$ cat src/rtl/facelet_pkg.sv
// Shared types and constants for the facelet sampling block.
package facelet_pkg;

  typedef enum logic [2:0] {
    IDLE,
    CALC,
    WAIT_FRAME,
    SCAN,
    EMIT
  } state_t;

  localparam int unsigned NUM_FACELETS = 9;
  localparam logic [3:0]  LAST_INDEX   = 4'(NUM_FACELETS - 1);

  // Channel width of stored samples; the top's PIX_W is expected to match.
  localparam int unsigned RGB_W = 10;

  typedef struct packed {
    logic [RGB_W-1:0] R;
    logic [RGB_W-1:0] G;
    logic [RGB_W-1:0] B;
  } rgb_t;

endpackage

$ cat src/rtl/facelet_offset_calc.sv
// Registers the three facelet centre offsets N/6, N/2 and 5N/6 from the cube side.
module facelet_offset_calc #(
  parameter int unsigned SIDE_W = 10
) (
  input  logic              Clk,
  input  logic              Reset,
  input  logic              load,
  input  logic [SIDE_W-1:0] N,
  output logic [SIDE_W-1:0] off1,
  output logic [SIDE_W-1:0] off2,
  output logic [SIDE_W-1:0] off3
);

  localparam logic [SIDE_W+2:0] DIV6 = (SIDE_W+3)'(6);
  localparam logic [SIDE_W+2:0] MUL5 = (SIDE_W+3)'(5);

  logic [SIDE_W+2:0] n_ext;
  logic [SIDE_W+2:0] n5;
  logic [SIDE_W+2:0] q1;
  logic [SIDE_W+2:0] q3;

  // Constant divides; 5*N is carried in SIDE_W+3 bits so it cannot overflow.
  always_comb begin
    n_ext = {3'b000, N};
    n5    = n_ext * MUL5;
    q1    = n_ext / DIV6;
    q3    = n5 / DIV6;
  end

  // Offsets are captured together with the cube geometry and valid one cycle later.
  always_ff @(posedge Clk or posedge Reset) begin
    if (Reset) begin
      off1 <= '0;
      off2 <= '0;
      off3 <= '0;
    end else if (load) begin
      off1 <= SIDE_W'(q1);
      off2 <= N >> 1;
      off3 <= SIDE_W'(q3);
    end
  end

endmodule

$ cat src/rtl/facelet_sample_ctrl.sv
// Captures the RGB value at each of the 9 facelet centres over one frame and streams them out.
module facelet_sample_ctrl
  import facelet_pkg::*;
#(
  parameter int unsigned COORD_W = 11,
  parameter int unsigned SIDE_W  = 10,
  parameter int unsigned PIX_W   = 10
) (
  input  logic               Clk,
  input  logic               Reset,
  input  logic               Start,
  input  logic [COORD_W-1:0] CubeX_Start,
  input  logic [COORD_W-1:0] CubeY_Start,
  input  logic [SIDE_W-1:0]  N,
  input  logic               iFrameStart,
  input  logic               iPixValid,
  input  logic [COORD_W-1:0] iX,
  input  logic [COORD_W-1:0] iY,
  input  logic [PIX_W-1:0]   iR,
  input  logic [PIX_W-1:0]   iG,
  input  logic [PIX_W-1:0]   iB,
  output logic               oValid,
  input  logic               oReady,
  output logic [3:0]         oIndex,
  output logic [PIX_W-1:0]   oR,
  output logic [PIX_W-1:0]   oG,
  output logic [PIX_W-1:0]   oB,
  output logic               Busy,
  output logic               Done,
  output logic               Error
);

  state_t state, state_nxt;

  logic [COORD_W-1:0]      x_q, y_q;
  logic [SIDE_W-1:0]       off1, off2, off3;
  logic [COORD_W-1:0]      cx [3];
  logic [COORD_W-1:0]      cy [3];
  logic [NUM_FACELETS-1:0] flags, hit, flags_nxt;
  rgb_t                    samp [NUM_FACELETS];
  rgb_t                    sel;
  logic [3:0]              idx;
  logic                    done_q, err_q;
  logic                    start_acc, pix_eval, all_full, xfer, last_xfer;

  assign start_acc = Start && (state == IDLE);
  // A pixel arriving with iFrameStart belongs to the new frame: it counts when
  // the frame is just beginning, but in SCAN it marks the end of the old one.
  assign pix_eval  = iPixValid && (((state == WAIT_FRAME) && iFrameStart) ||
                                   ((state == SCAN) && !iFrameStart));
  assign xfer      = (state == EMIT) && oReady;
  assign last_xfer = xfer && (idx == LAST_INDEX);

  facelet_offset_calc #(
    .SIDE_W(SIDE_W)
  ) u_offset (
    .Clk   (Clk),
    .Reset (Reset),
    .load  (start_acc),
    .N     (N),
    .off1  (off1),
    .off2  (off2),
    .off3  (off3)
  );

  // Match the current pixel against every still-empty centre slot.
  always_comb begin
    hit = '0;
    for (int unsigned k = 0; k < NUM_FACELETS; k++) begin
      if (pix_eval && !flags[k] && (iX == cx[k % 3]) && (iY == cy[k / 3]))
        hit[k] = 1'b1;
    end
    flags_nxt = flags | hit;
    all_full  = &flags_nxt;
  end

  // State register.
  always_ff @(posedge Clk or posedge Reset) begin
    if (Reset) state <= IDLE;
    else       state <= state_nxt;
  end

  // Next-state and status outputs.
  always_comb begin
    state_nxt = state;
    oValid    = (state == EMIT);
    Busy      = (state != IDLE);
    case (state)
      IDLE:       if (Start) state_nxt = CALC;
      CALC:       state_nxt = WAIT_FRAME;
      WAIT_FRAME: if (iFrameStart) state_nxt = all_full ? EMIT : SCAN;
      SCAN: begin
        if (iFrameStart)   state_nxt = IDLE;
        else if (all_full) state_nxt = EMIT;
      end
      EMIT:       if (last_xfer) state_nxt = IDLE;
      default:    state_nxt = IDLE;
    endcase
  end

  // Geometry latch, centre grid and sample capture.
  always_ff @(posedge Clk or posedge Reset) begin
    if (Reset) begin
      x_q   <= '0;
      y_q   <= '0;
      flags <= '0;
      for (int unsigned c = 0; c < 3; c++) begin
        cx[c] <= '0;
        cy[c] <= '0;
      end
      for (int unsigned k = 0; k < NUM_FACELETS; k++) samp[k] <= '0;
    end else begin
      flags <= flags_nxt;
      if (start_acc) begin
        x_q   <= CubeX_Start;
        y_q   <= CubeY_Start;
        flags <= '0;
      end
      if (state == CALC) begin
        cx[0] <= x_q + COORD_W'(off1);
        cx[1] <= x_q + COORD_W'(off2);
        cx[2] <= x_q + COORD_W'(off3);
        cy[0] <= y_q + COORD_W'(off1);
        cy[1] <= y_q + COORD_W'(off2);
        cy[2] <= y_q + COORD_W'(off3);
      end
      for (int unsigned k = 0; k < NUM_FACELETS; k++) begin
        if (hit[k]) samp[k] <= '{R: RGB_W'(iR), G: RGB_W'(iG), B: RGB_W'(iB)};
      end
    end
  end

  // Emit index, Done pulse and sticky Error.
  always_ff @(posedge Clk or posedge Reset) begin
    if (Reset) begin
      idx    <= '0;
      done_q <= 1'b0;
      err_q  <= 1'b0;
    end else begin
      done_q <= last_xfer;
      if (start_acc) begin
        idx   <= '0;
        err_q <= 1'b0;
      end
      if ((state == SCAN) && iFrameStart) err_q <= 1'b1;
      if (xfer) idx <= last_xfer ? '0 : idx + 4'd1;
    end
  end

  // Output data mux; data is forced to zero outside EMIT.
  always_comb begin
    sel = '0;
    for (int unsigned k = 0; k < NUM_FACELETS; k++) begin
      if (idx == 4'(k)) sel = samp[k];
    end
    oIndex = (state == EMIT) ? idx : '0;
    oR     = (state == EMIT) ? PIX_W'(sel.R) : '0;
    oG     = (state == EMIT) ? PIX_W'(sel.G) : '0;
    oB     = (state == EMIT) ? PIX_W'(sel.B) : '0;
  end

  assign Done  = done_q;
  assign Error = err_q;

endmodule
$ cat config.mk
export PLATFORM = sky130hd
export DESIGN_NAME = facelet_sample_ctrl
export DESIGN_NICKNAME = d
export VERILOG_FILES = /design/src/rtl/facelet_pkg.sv /design/src/rtl/facelet_offset_calc.sv /design/src/rtl/facelet_sample_ctrl.sv
export SDC_FILE = /design/constraint.sdc
export NUM_CORES = 1
export LEC_CHECK = 0
export BUFFER_PORTS_ARGS = -buffer_cell sky130_fd_sc_hd__clkbuf_2
export CELL_PAD_IN_SITES_DETAIL_PLACEMENT = 0
export CELL_PAD_IN_SITES_GLOBAL_PLACEMENT = 1
export CORE_AREA = 2 2 252 254
export DETAILED_ROUTE_END_ITERATION = 8
export DIE_AREA = 0 0 254 256
export PLACE_DENSITY_LB_ADDON = 0.1
export SLEW_MARGIN = 20
export SYNTH_ARGS = -nofsm -noshare
export SYNTH_HDL_FRONTEND = slang
export SYNTH_SLANG_ARGS = --single-unit
$ cat constraint.sdc
create_clock -name Clk -period 13.3 [get_ports Clk]
set_input_delay 1.33 -clock Clk [delete_from_list [all_inputs] [get_ports Clk]]
set_output_delay 1.33 -clock Clk [all_outputs]
set_load 0.05 [all_outputs]
==> results of run 1 <==
-- routing by layer --
layer | wire length (um) | global-route usage (%)
met5 | 53 | 0
met4 | 1270 | 4.93
met3 | 2110 | 2.84
met2 | 30400 | 32.8
met1 | 27600 | 24.8
-- critical path: stages --
cell       delay, ps
clkbuf_2         220
ha_1             340
ha_1             180
inv_1             60
fa_1             430
nor2b_1          210
o31a_1           300
o21ai_1          110
and2_0           290
nor4b_2          230
nor3_2           650
a2111oi_0        190
nor4_2           330
nand4b_2         300
or4b_1           560
a31oi_1          240
a221oi_2          50
-- path summary, 6_finish.rpt --
path,startpoint,endpoint,cells past startpoint
max,N[3],u_offset.off3[0],17
min,samp[108],samp[108],1
max reg2reg,state[0],state[0],11
min reg2reg,samp[108],samp[108],1
max in group asynchronous,Reset,samp[104],4
min in group asynchronous,Reset,samp[52],2
-- stage by stage --
stage | std cells | hold WS [ps]
3_5_place_dp | 2930 | 488
3_3_place_gp | 2930 | 481
6_report | 3014 | 498
2_1_floorplan | 2059 | 465
5_1_grt | 3014 | 513
4_1_cts | 3014 | 501
-- registers in the layout, indices dropped and copies added, names as in the netlist --
name and count:
Done 1, Error 1, cx 33, cy 33, flags 9, idx 4, samp 270, state 3
u_offset.off1 8, u_offset.off2 9, u_offset.off3 10, x_q 11, y_q 11
-- power groups by stage --
stage / logic (mW) / clock network [mW] / registers (mW)
after floorplan: 1.05 / 0 / 1.53
after global placement: 1.34 / 0 / 1.63
after detailed placement: 1.36 / 0 / 1.64
after CTS: 1.37 / 1.36 / 1.61
after global routing: 1.54 / 1.41 / 1.63
final: 1.35 / 1.31 / 1.60
-- kinds of logic (layout without fill, tap and decap cells) --
logic type      Yosys count  count (layout)  share of synthesized area [%]
mux                     285             285                           14.8
simple gates            488             488                           10.1
flops                   403             403                           46.7
buf+inv                 179             288                           3.26
compound gates          489             489                           14.8
fa+ha+maj                81              81                           4.93
xor+xnor                134             134                           5.43
-- cell usage after synthesis (5+ instances only) --
cell        n  area (um2)
nor2_1    158         593
dfrtp_1   403       10100
mux2i_1     6        60.1
buf_1       9        33.8
a22oi_1    62         465
nand2b_1   10        62.6
nor3_1     23         115
and2_1     10        62.6
a211oi_1   36         270
o22ai_1     6        37.5
a21o_1     14         105
mux2_2    279        3140
nand3_1    16        80.1
inv_1      49         184
o22a_1      5        43.8
buf_2       5        25.0
nand4_1     9        56.3
o21bai_1   29         218
nor4_1     14        87.6
or3_1       9        56.3
a221oi_1   31         272
xnor2_1    62         543
o21ai_0   132         661
a31oi_1     7        43.8
nand2_1   197         739
o211ai_1   33         248
xor2_1     72         631
ha_1       74         926
nor2b_1    12        75.1
clkbuf_1  112         420
a21oi_1   100         500
fa_1        7         140
-- layout make-up --
type / count / area [um2]
Clock buffer: 74 / 1420
Clock inverter: 10 / 148
Fill cell: 6293 / 37700
Inverter: 49 / 191
Multi-Input combinational cell: 1477 / 10900
Sequential cell: 403 / 10100
Tap cell: 846 / 1060
Timing Repair Buffer: 155 / 846
==> impl_results.md, run 1 <==
* Int Power at 2.73 mW
* Data arrival, critical path at 6020 ps
* Final-report hold violation count at 0
* Final ANT Viol Nets at 0
* R2R Setup Slk at 8990 ps
* Total negative slack at 0 ps
* Wire per inst at 20.4 um
* Power share of the clock group at a little under a third
* Nets at 2306
* Post-synthesis cell area at approximately 22000 um2
* Iter 0 DRT Violations at 754
* Max H-tree Level at 2
* CP required at between 10000 and 15000 ps
* Startpoint types: input port
* Static Leak at ~12 nW
* Max Transition Viols Final at 0
* Sw Share at 35.8%
* Worst hold path type: flip-flop to flip-flop
* Row count at 92
* Die Width at 254 um
* Top Ports at 128
* Post-synth EDFFs at 0
* Status: complete, no violations
* Syn Nets at 2230
* Largest net degree at the start of global routing at 120
* Total power at 4.26 mW
* DRC viols at 0
* Reg clk slew, reported paths at roughly 50 ps
* Power share of the sequential group at 37.7%
* Combinational share of power at 31.6%
* Cells after Synth at 2059
* Post-CTS setup buffers at 0
* Worst skew pair latency at roughly 610 ps
* Placement Setup Slack at 7190 ps
* Initial antenna violation count at 4
* Vias in the first global route at 16069
* Cell variety after synth at a little over 70
* Syn Area/Cell at 10.5 um2
* Maximum VDD drop at 99.8 uV
* Placed Area at 23100 um2
* FFs w/ async S/R, synth at 100%
* RePlAce Congestion at between 0.7 and 0.8
* Via count at 15678
* Seq/Total Area, Yosys at 46.7%
* Area growth syn-to-layout at 14.1%
* Clk buf depth at 3
* Crit Path Class: input port to flip-flop
* Post-Route Utilization at 39.5%
* Final Skew at ~38 ps
* Number of port buffers at 127
* Global-route wire length before repair at roughly 96000 um
* DR pass1 iterations at 5
* Initial Util at 34.6%
* Hold-fix buffers, CTS at 0
* Post-CTS resize count at 0
* Measured slew at the worst slew-check pin at roughly 1100 ps
* CTS tree: built
* Drt total wl at between 60000 and 70000 um
* Vias per cell at about 5.2
* RSZ-0062 raised after global routing: false
* Synthesized flop and latch total at 403
* Commonest non-fill, non-tap cell in the layout: dfrtp_1
* Psw at 1.53 mW
* CP max FO at 17
* Die Footprint at 65000 um2
* P per Cell Area at 173 nW/um2
* CTS sink cnt at 403
* Layout cells sized above 1 at 24.9%
* Endpoint type of the worst setup path: flip-flop
* Global-route usage over all layers at 19.0%
* Root Driver: clkbuf_16
* Worst Slack Setup Final at 7720 ps
* Ys Warns at 0
* Diode count at 0
* Design area at between 20000 and 25000 um2
* Die height at 256 um
* Final setup vio count at 0
* Post-synth top flop: dfrtp_1
* Gr ovfl total at 0
* Max-Cap Viols at 0
* CORE AREA at 62400 um2
* Final HPWL DP at 39800 um
* Most frequent cells in the layout: dfrtp_1, mux2_2, nand2_1
* Final Cycle Share at 41.9%
* TritonCTS Buffers at 49
* Min Tclk post-route at 5580 ps
* Fmax at 179 MHz
* Slew HR at 26.6%
Power figures use the tool's default switching activity.
==> run 2, diff against run 1 <==
==> constraint.sdc (replaced) <==
create_clock -name Clk -period 5.1 [get_ports Clk]
set_input_delay 0.51 -clock Clk [delete_from_list [all_inputs] [get_ports Clk]]
set_output_delay 0.51 -clock Clk [all_outputs]
set_load 0.05 [all_outputs]
==> impl_results.md, run 2 (same netlist as run 1, synthesis figures left out) <==
* Crit Path Class: flip-flop to primary output (was input port to flip-flop)
* Reg2reg start: state[1] (was state[0])
* Wire per inst at 20.1 um (was 20.4 um)
* Worst hold path type: input port to asynchronous set/reset pin (was flip-flop to flip-flop)
* Gr ovfl total at 0 (unchanged)
* Static Leak at 11.8 nW (was 11.7 nW)
* Final-report hold violation count at 0 (unchanged)
* Initial antenna violation count at 1 (was 4)
* RePlAce Congestion at 0.805 (was 0.800)
* Max reg flops at 270 (unchanged)
* Largest net degree at the start of global routing at 159 (was 120)
* Layout cells sized above 1 at 25.8% (was 24.9%)
* P per Cell Area at 453 nW/um2 (was 173 nW/um2)
* Global-route wire length before repair at 94600 um (was 96000 um)
* Fin cells at 3035 (was 3014)
* Fmax at 226 MHz
* Via count at 15735 (was 15678)
* Worst Slack Setup Final at 676 ps (was 7720 ps)
* Global-route usage over all layers at 18.8% (was 19.0%)
* Final Skew at 26.6 ps (was 38.5 ps)
* Area growth syn-to-layout at 15.2% (was 14.1%)
* CTS tree: built (unchanged)
* CTS sink cnt at 403 (unchanged)
* Total power at 11.3 mW (was 4.26 mW)
* Top Ports at 128 (unchanged)
* R2R Path End: state[0] (unchanged)
* Status: complete, no violations (unchanged)
* Most frequent cells in the layout: dfrtp_1, mux2_2, nand2_1 (unchanged)
* Min Tclk post-route at ~4400 ps
* Iter 0 DRT Violations at 727 (was 754)
* Final setup vio count at 0 (unchanged)
* DRC viols at 0 (unchanged)
* Slew HR at 35.8% (was 26.6%)
* Worst skew pair latency at 600 ps (was 610 ps)
* Max-Cap Viols at 0 (unchanged)
* Final HPWL DP at 40900 um (was 39800 um)
* Final ANT Viol Nets at 0 (unchanged)
* Data arrival, critical path at 3910 ps (was 6020 ps)
* Die height at 256 um (unchanged)
* Maximum VDD drop at 247 uV (was 99.8 uV)
* RSZ-0062 raised after global routing: false (unchanged)
* Die Footprint at 65000 um2 (unchanged)
* CORE AREA at 62400 um2 (unchanged)
* Global-route met1 utilization at 24.8% (about the same)
* Placed cells at 2946 (was 2930)
* CP max FO at 15 (was 17)
* Max Transition Viols Final at 0 (unchanged)
* Number of port buffers at 127 (unchanged)
* Max H-tree Level at 2 (unchanged)
* Vias in the first global route at 15798 (was 16069)
* Root Driver: clkbuf_16 (unchanged)
* Placement Setup Slack at 284 ps (was 7190 ps)
* Diode count at 0 (unchanged)
* Commonest non-fill, non-tap cell in the layout: dfrtp_1 (unchanged)
* Reg2reg path depth at 11 (unchanged)
* Post-CTS setup buffers at 0 (unchanged)
* Post-CTS resize count at 0 (unchanged)
* Nets at 2322 (was 2306)
* Row count at 92 (unchanged)
* CP required at 4590 ps (was 13740 ps)
* Measured slew at the worst slew-check pin at 959 ps (was 1100 ps)
* TritonCTS Buffers at 49 (unchanged)
* Hold slack at 99.1 ps (was 498 ps)
* Critical Path Sink: oB[4] (was u_offset.off3[0])
* DR pass1 iterations at 6 (was 5)
* Reg clk slew, reported paths at 60 ps (was 50 ps)
* Largest Register: samp (unchanged)
* Drt total wl at 60900 um (was 61500 um)
* Worst Setup SP: idx[1] (was N[3])
* Met3 usage at 2.66% (was 2.84%)
* Final Cycle Share at 86.8%
* Initial Util at 34.6% (unchanged)
* Die Width at 254 um (unchanged)
* Vias per cell at 5.18 (was 5.20)
* Biggest regs: samp x270, cx x33, cy x33 (unchanged)
* Hold-fix buffers, CTS at 0 (unchanged)
* Most used routing layer: met2 (unchanged)
* Startpoint types: flip-flop (was input port)
* Endpoint type of the worst setup path: primary output (was flip-flop)
* Clk buf depth at 3 (unchanged)
* Met2 Usage GRT at 32.3% (was 32.8%)
* R2R Setup Slk at 1410 ps (was 8990 ps)
[run 2: changes by cell type in the layout (fill, tap and decap cells not counted), moves of 2 or more]
cell,previous run,this run
clkinvlp_4,0,3
clkbuf_1,15,9
clkbuf_8,10,15
clkinv_2,4,7
buf_4,28,41
buf_12,0,3
inv_6,1,3
[run 2: worst max-delay path, stage by stage, from the launching register on]
cell and delay (ps):
dfrtp_1 430, inv_1 130, ha_1 240, and2_1 760
buf_4 300, a22oi_1 80, nor2_1 120, a21oi_1 60
o211ai_1 220, o21ai_0 130, a211oi_1 350, a221oi_1 120
nor2_1 110, clkbuf_2 280
[run 2: how the worst min path moves through the flow]
stage,cells after the start,start,to,slack [ps]
global placement,1,samp[90],samp[90],480
finish,3,Reset,samp[114],100
detailed placement,1,samp[91],samp[91],490
CTS,3,CubeX_Start[0],x_q[0],60
floorplan,2,flags[2],flags[2],460
global route,3,CubeY_Start[6],y_q[6],100
[run 2: area by class of cell]
type                       count  area [um2]
timing repair buffer         171        1000
clock inverter                16         186
sequential                   403       10100
fill                        6239       37500
inverter                      49         188
tap                          846        1060
multi-input combinational   1477       10900
clock buffer                  73        1470
[run 2: through the flow]
stage               TNS [ps]  cell area, um2  util [%]
floorplan            -337600           21600         -
global route               0           24900      39.9
global placement           0           23200      37.2
finish                     0           24900      39.9
detailed placement         0           23200      37.2
CTS                        0           24900      39.9
[run 2: layer usage]
layer,wire length [um],share of wire (%)
met1,27300,45
met2,30400,50
met3,2030,3.3
met4,1220,2.0
met5,0,0
[run 2: report_power, final]
part | switching, mW | internal (mW)
Clock | 1.40 | 2.14
Combinational | 2.06 | 1.48
Sequential | 0.528 | 3.65
Total | 3.99 | 7.28
